[src/rtl/aes_xts_tweak_engine.sv]
// aes_xts_tweak_engine
//   XTS whitening/sequencing stage around an external AES-256 core.
//   Loads the encrypted tweak T0 for a sector, whitens each input block with
//   T_j on the way into the core, whitens the core result with the same T_j
//   on the way out, and steps T_{j+1} = T_j * alpha in GF(2^128).
//
//   Ports
//     inClk, inRst                 clock, asynchronous active-high reset
//     inAesMode                    1=encrypt, 0=decrypt (latched on inTweakWr)
//     inTweakWr, inTweakData       start a sector with T0 (honoured in IDLE only)
//     inDataValid/outDataReady     input block handshake, inDataData payload
//     outCoreValid/inCoreReady     whitened block to core, outCoreData/outCoreMode
//     inCoreValid/outCoreReady     core result handshake, inCoreData payload
//     outDataValid/inDataReady     registered output block, outData payload
//     outBusy                      sector in progress
//     outSectorDone                pulse while the last block of the sector is on outData
module aes_xts_tweak_engine #(
    parameter int MAX_INFLIGHT      = 8,
    parameter int BLOCKS_PER_SECTOR = 32
) (
    input  logic         inClk,
    input  logic         inRst,
    input  logic         inAesMode,
    input  logic         inTweakWr,
    input  logic [127:0] inTweakData,
    input  logic         inDataValid,
    output logic         outDataReady,
    input  logic [127:0] inDataData,
    output logic         outCoreValid,
    input  logic         inCoreReady,
    output logic [127:0] outCoreData,
    output logic         outCoreMode,
    input  logic         inCoreValid,
    output logic         outCoreReady,
    input  logic [127:0] inCoreData,
    output logic         outDataValid,
    input  logic         inDataReady,
    output logic [127:0] outData,
    output logic         outBusy,
    output logic         outSectorDone
);

    localparam logic [1:0] IDLE  = 2'd0;
    localparam logic [1:0] RUN   = 2'd1;
    localparam logic [1:0] DRAIN = 2'd2;

    localparam int PW = $clog2(MAX_INFLIGHT);
    localparam int CW = $clog2(BLOCKS_PER_SECTOR + 1);
    localparam logic [PW:0]   FULL_CNT = (PW + 1)'(MAX_INFLIGHT);
    localparam logic [CW-1:0] LAST_CNT = CW'(BLOCKS_PER_SECTOR);

    logic [1:0]    state;
    logic [127:0]  tweak;
    logic          mode;
    logic [CW-1:0] issued;
    logic [CW-1:0] retired;
    logic [CW-1:0] issuedInc;

    // Tweak FIFO: pairs each core result with its tweak purely by issue order.
    logic [127:0]  tweakMem [MAX_INFLIGHT];
    logic [PW-1:0] wrPtr;
    logic [PW-1:0] rdPtr;
    logic [PW:0]   count;
    logic [PW:0]   countNext;
    logic          fifoFull;
    logic          fifoEmpty;

    logic          issueFire;
    logic          coreFire;

    // Multiply by alpha, IEEE 1619 little-endian byte order.
    function automatic logic [127:0] mulAlpha(input logic [127:0] t);
        logic [127:0] r;
        r      = {t[126:0], 1'b0};
        r[7:0] = r[7:0] ^ (t[127] ? 8'h87 : 8'h00);
        return r;
    endfunction

    assign fifoEmpty     = (count == '0);
    assign outCoreValid  = inDataValid && (state == RUN) && !fifoFull;
    assign outDataReady  = (state == RUN) && !fifoFull && inCoreReady;
    assign issueFire     = inDataValid && outDataReady;
    assign outCoreData   = inDataData ^ tweak;
    assign outCoreMode   = mode;
    assign outCoreReady  = !fifoEmpty && (!outDataValid || inDataReady);
    assign coreFire      = inCoreValid && outCoreReady;
    assign outBusy       = (state != IDLE);
    assign outSectorDone = (state == DRAIN) && (retired == LAST_CNT);
    assign issuedInc     = issued + 1'b1;

    always_comb begin
        countNext = count;
        if (issueFire && !coreFire) begin
            countNext = count + 1'b1;
        end else if (!issueFire && coreFire) begin
            countNext = count - 1'b1;
        end
    end

    always_ff @(posedge inClk) begin
        if (issueFire) begin
            tweakMem[wrPtr] <= tweak;
        end
    end

    always_ff @(posedge inClk or posedge inRst) begin
        if (inRst) begin
            state        <= IDLE;
            tweak        <= '0;
            mode         <= 1'b0;
            issued       <= '0;
            retired      <= '0;
            wrPtr        <= '0;
            rdPtr        <= '0;
            count        <= '0;
            fifoFull     <= 1'b0;
            outData      <= '0;
            outDataValid <= 1'b0;
        end else begin
            count    <= countNext;
            // Registered full flag: a same-cycle pop does not reopen the issue path.
            fifoFull <= (countNext == FULL_CNT);

            if (issueFire) begin
                tweak  <= mulAlpha(tweak);
                issued <= issuedInc;
                wrPtr  <= wrPtr + 1'b1;
            end

            if (coreFire) begin
                outData      <= inCoreData ^ tweakMem[rdPtr];
                outDataValid <= 1'b1;
                retired      <= retired + 1'b1;
                rdPtr        <= rdPtr + 1'b1;
            end else if (inDataReady) begin
                outDataValid <= 1'b0;
            end

            case (state)
                IDLE: begin
                    if (inTweakWr) begin
                        state   <= RUN;
                        tweak   <= inTweakData;
                        mode    <= inAesMode;
                        issued  <= '0;
                        retired <= '0;
                    end
                end
                RUN: begin
                    if (issueFire && (issuedInc == LAST_CNT)) begin
                        state <= DRAIN;
                    end
                end
                DRAIN: begin
                    if (retired == LAST_CNT) begin
                        state <= IDLE;
                    end
                end
                default: state <= IDLE;
            endcase
        end
    end

endmodule
[config.mk]
export PLATFORM = sky130hd
export DESIGN_NAME = aes_xts_tweak_engine
export DESIGN_NICKNAME = d
export VERILOG_FILES = /design/src/rtl/aes_xts_tweak_engine.sv
export SDC_FILE = /design/constraint.sdc
export NUM_CORES = 2
export LEC_CHECK = 0
export ABC_CLOCK_PERIOD_IN_PS = 19300
export BUFFER_PORTS_ARGS = -buffer_cell sky130_fd_sc_hd__buf_2
export CORE_UTILIZATION = 40
export DETAILED_ROUTE_END_ITERATION = 10
export GPL_ROUTABILITY_DRIVEN = 0
export GPL_TIMING_DRIVEN = 0
export PLACE_DENSITY = 0.69
export RECOVER_POWER = 50
export SLEW_MARGIN = 20
export SYNTH_ARGS = -nofsm -noshare
export SYNTH_HDL_FRONTEND = slang
export SYNTH_SLANG_ARGS = --single-unit
[constraint.sdc]
create_clock -name inClk -period 19.3 [get_ports inClk]
set_input_delay 0.965 -clock inClk [delete_from_list [all_inputs] [get_ports inClk]]
set_output_delay 0.965 -clock inClk [all_outputs]
set_load 0.1 [all_outputs]
[Word level (Yosys, flattened, before mapping)]
Memory sizes are Yosys's and may differ from the RTL's.
Index checks and enable logic that the tools add are counted.
Cells by class
  add/subtract/negate cells: 6
  multipliers: 0
  divide/modulo/power cells: 0
  $lt $le $gt $ge: 0
  equality and inequality tests: 8
  shift-type cells: 0
  mux-type cells: 20
  bitwise logic cells: 3
  reductions and logical operators: 23
Operators with widths (count)
  $mux W128: 3
  $xor A128 B128 Y128: 2
  $mux W6: 6
  $add A6 B1 Y6 const B: 2
  $eq A6 B6 Y1 const B: 2
  $logic_and A1 B1 Y1: 11
  $mux W4: 2
  $mux W8: 1
  $xor A8 B8 Y8: 1
  $add A3 B1 Y3 const B: 2
  $mux W2: 3
  $pmux W2 S3: 1
  $logic_not A1 Y1: 5
  $add A4 B1 Y4 const B: 1
  $eq A4 B4 Y1 const B: 1
  $logic_not A4 Y1: 1
  $mux W1: 4
  $ne A2 B1 Y1 const B: 2
  $reduce_bool A2 Y1: 2
  $sub A4 B1 Y4 const B: 1
  $reduce_and A3 Y1: 1
  $eq A2 B1 Y1 const B: 1
  $eq A2 B2 Y1 const B: 1
  $logic_not A2 Y1: 1
  other kinds (3): 3
Word-level totals
  register bits after elaboration: 283
  latch bits: 0
  memory bits (writable): 1024
  memory bits (read-only): 0
  bits of input ports: 392
  output and inout port bits: 263
  word-level logic and storage cells: 72
  memories: 1
Memory list
  tweakMem: words 8, bits a word 128, rd ports 1, clocked after Yosys merged registers in 0, wr ports 1, RTL line 60  | logic [127:0] tweakMem [MAX_INFLIGHT];

[Longest topological paths before layout]
  depth after elaboration: 9
  gate-level depth with buffers: 10

[Least setup slack after synthesis]
Ideal clock, no wire load.
  path type: input to register
  start: input port inDataValid
  end: memory tweakMem[0][0], enable pin
  arrival: 14.054 ns
  data required time: 18.372 ns
  path slack: 4.318 ns
  stages on the path: 4
  path buffers: 1
  cell sequence: and4bb_4 > nand2_1 > clkbuf_1 > nor4_1
On the way
  longest elaborated chain between the ends: 3
RTL lines
  start, declared: RTL line 26  | input logic inDataValid,
  $logic_and A1 B1 Y1: RTL line 82  | assign issueFire = inDataValid && outDataReady;
  $mux W1: RTL line 101  | if (issueFire) begin
  $mux W1 (implied by the code): RTL line 102  | tweakMem[wrPtr] <= tweak;
  end, declared: RTL line 60
No other way between the ends.

==> summary.md <==
| Metric | Value |
|---|---|
| Vias per cell | 5.22 |
| First-pass GRT wire length | 202 mm |
| Unrepaired setup endpoints after global routing | false |
| Power, Total | 11.5 mW |
| Worst-path maximum fanout | 67 |
| Failing checks | max-capacitance violations, max-slew violations |
| H-tree depth | 4 |
| Avg Cell Area, Syn | 18.3 um^2 |
| Nature of the critical path endpoint | asynchronous set/reset pin |
| Setup bufs post-CTS | 0 |
| Port-buffer cells | 654 |
| Max_cap viols | 7 |
| Sequential area share after synthesis | 0.721 |
| Setup crit start kind | primary input |
| Fmax | 104 MHz |
| Setup WS post-layout | 9.64 ns |
| Yosys reg bits | 1307 |
| CTS resizes | 0 |
| Register Area | 37800 um^2 |
| Largest net degree at the start of global routing | 83 |
| Pre-CTS setup slack | 14.06 ns |
| # hold bufs at CTS | 0 |
| Synth warn | 0 |
| Slew Viols, Final | 314 |
| Area Overhead vs Synth | 21.3% |
| Initial detailed-routing violation count | 2655 |
| Number of global-route vias before repair | 30000 |
| Final clock skew | 0.0389 ns |
| Fill count | 11000 |
| Initial Util | 0.404 |
| Antenna viol nets, final | 0 |
| Share of layout cells above drive strength 1 | 0.317 |
| Critical path type | in -> async |
| I/O pin count | 655 |
| Setup-failing EPs final | 0 |
| Post-Syn Area | 52500 um^2 |
| CTS Root Cell | clkbuf_16 |
| Synth unique cells | 49 |
| Leakage | 23.7 nW |
| Clk slew on worst S/H paths | 0.06 ns |
| Final worst path period share | 0.501 |
| Ys async rst share | 0.217 |
| CTS buffer count | 138 |
| Worst min-delay path category | in -> reg |
| Largest area contributor in the netlist | edfxtp_1 |
| Syn Inst Count | 2873 |
| TritonCTS clock tree | yes |
| Crit path DAT | 9.65 ns |
| Gr usage total | 0.210 |
| Tmin final | 9.66 ns |
| Initial antenna violation count | 11 |
| Nets | 4209 |
| Req. time, crit path | 19.29 ns |
| Final hold viol count | 0 |
| Clock Latency Late Sink | 0.78 ns |
| Area of the multi-input gates | 13700 um^2 |
| VDD IR-drop max | 0.192 mV |
| WL/cell | 24.8 um |
| Most used DFF post-synth | edfxtp_1 |
| Post-DP HPWL | 98.0 mm |
| Chip Height | 364 um |
| Num Clock Sinks | 1307 |
| Via count | 29600 |
| Die X | 364 um |
| Least-Margin Pin Slew | 4.63 ns |
| Core ar. | 130000 um^2 |
| Grt ovf | 0 |
| TritonRoute pass-1 iters | 6 |
| Status | finished with violations |
| Synth top area cells | edfxtp_1 (59%), dfrtp_1 (13%), mux4_2 (11%) |
| Drc violations | 0 |
| Die area | 133000 um^2 |
| Cell Rows | 132 |
| Mapped Nets | 3273 |
| EDFF count, synth | 1024 |
| Synth top area share | 0.586 |
| Clk buf depth | 3 |
| Pwr dens | 181 nW/um^2 |
| Final wirelength | 140 mm |
| Fin util | 0.490 |
| Max_slew headroom | -2.09 |
-- synth_stat cells, drive strengths merged, types with 2 or more instances --
cell    number
edfxtp    1024
dfrtp      283
nand2      280
xor2       264
o21ai      257
mux4       256
mux2i      253
buf        107
clkbuf      44
nor2        20
xnor2       13
inv         10
ha           8
nor3         7
a21oi        6
nand3        5
nand4        5
nand2b       3
o22ai        3
and3         2
nor3b        2
nor4         2
o31ai        2
-- flip-flops by register name, summed over array words and instances (netlist names) --
signal,cells
count,4
fifoFull,1
issued,6
outCoreMode,1
outData,128
outDataValid,1
rdPtr,3
retired,6
state,2
tweak,128
tweakMem,1024
wrPtr,3
-- routing by layer --
layer | vias to the layer above | GRT usage | share of wire
met4 | 6 | 0.0667 | 0.025
met5 | - | 0 | 0.00029
met3 | 202 | 0.0442 | 0.065
li1 | 13000 | - | -
met2 | 1069 | 0.347 | 0.49
met1 | 15400 | 0.279 | 0.42
-- report_power, final --
part | internal (mW) | switching [mW]
registers | 3.74 | 0.571
logic | 1.24 | 3.44
clock network | 1.44 | 1.11
total | 6.42 | 5.12
-- path summary, 6_finish.rpt --
kind	start	end	slack (ns)	cells after the start
setup / recovery	inRst	outData[8]	9.64	5
hold / removal	inTweakData[74]	tweak[74]	0.38	3
setup reg to reg	state[1]	tweakMem[4][94]	13.09	15
hold reg to reg	outData[48]	outData[48]	0.48	2
max in group inClk	state[1]	tweakMem[4][94]	13.09	15
min in group asynchronous	inRst	outData[90]	0.74	2
-- cells by family after synthesis --
kind of cell,Yosys count,share of synthesized area
AOI/OAI and AO/OA,275,0.0271
xor gates and xnor gates,277,0.0462
adders and majority gates,9,0.00210
buffers and inverters,161,0.0188
DFF,1307,0.721
muxes,510,0.159
and+or+nand+nor,334,0.0261
-- critical path: stages --
cell and delay [ns]:
buf_2 0.10, clkinvlp_2 1.18, clkbuf_1 2.36, clkbuf_1 2.04, clkbuf_1 2.77
-- layout make-up --
class | instances | area share
clock inverter | 77 | 0.0107
antenna | 3 | 0.000118
tap | 1742 | 0.0342
timing repair buffer | 796 | 0.0726
clock buffer | 179 | 0.0578
buffer | 151 | 0.0149
sequential | 1307 | 0.594
inverter | 10 | 0.000609
multi-input combinational | 1405 | 0.215
-- cells in the final DEF (no fill, tap or decap), types with 3 or more instances in the layout --
| cell type | netlist | layout |
|---|---|---|
| a21oi_1 | 6 | 6 |
| buf_12 | 1 | 12 |
| buf_16 | 0 | 14 |
| buf_2 | 60 | 615 |
| buf_4 | 15 | 87 |
| buf_6 | 31 | 51 |
| bufinv_16 | 0 | 6 |
| clkbuf_1 | 44 | 198 |
| clkbuf_16 | 0 | 139 |
| clkbuf_2 | 0 | 5 |
| clkbuf_8 | 0 | 5 |
| clkinv_1 | 0 | 23 |
| clkinv_2 | 0 | 24 |
| clkinv_8 | 0 | 4 |
| clkinvlp_4 | 0 | 8 |
| dfrtp_1 | 283 | 283 |
| diode_2 | 0 | 3 |
| edfxtp_1 | 1024 | 1024 |
| ha_1 | 8 | 8 |
| inv_1 | 10 | 9 |
| inv_6 | 0 | 6 |
| mux2i_1 | 253 | 253 |
| mux4_1 | 6 | 6 |
| mux4_2 | 250 | 250 |
| nand2_1 | 280 | 280 |
| nand2b_1 | 3 | 3 |
| nand3_1 | 5 | 5 |
| nand4_1 | 5 | 5 |
| nor2_1 | 19 | 16 |
| nor2_4 | 0 | 4 |
| nor3_1 | 6 | 5 |
| o21ai_0 | 128 | 128 |
| o21ai_1 | 129 | 129 |
| xnor2_1 | 13 | 13 |
| xor2_1 | 264 | 264 |
-- metrics by stage --
step | cell area, um^2 | setup TNS [ns] | std cells | hold WS, ns
5_1_grt | 63700 | 0 | 5667 | 0.366
6_report | 63700 | 0 | 5670 | 0.385
2_1_floorplan | 52500 | 0 | 2873 | 0.505
3_3_place_gp | 57900 | -2297.48 | 5269 | 0.463
3_5_place_dp | 59600 | 0 | 5411 | 0.471
4_1_cts | 63900 | 0 | 5667 | 0.128
Power figures use the tool's default switching activity.
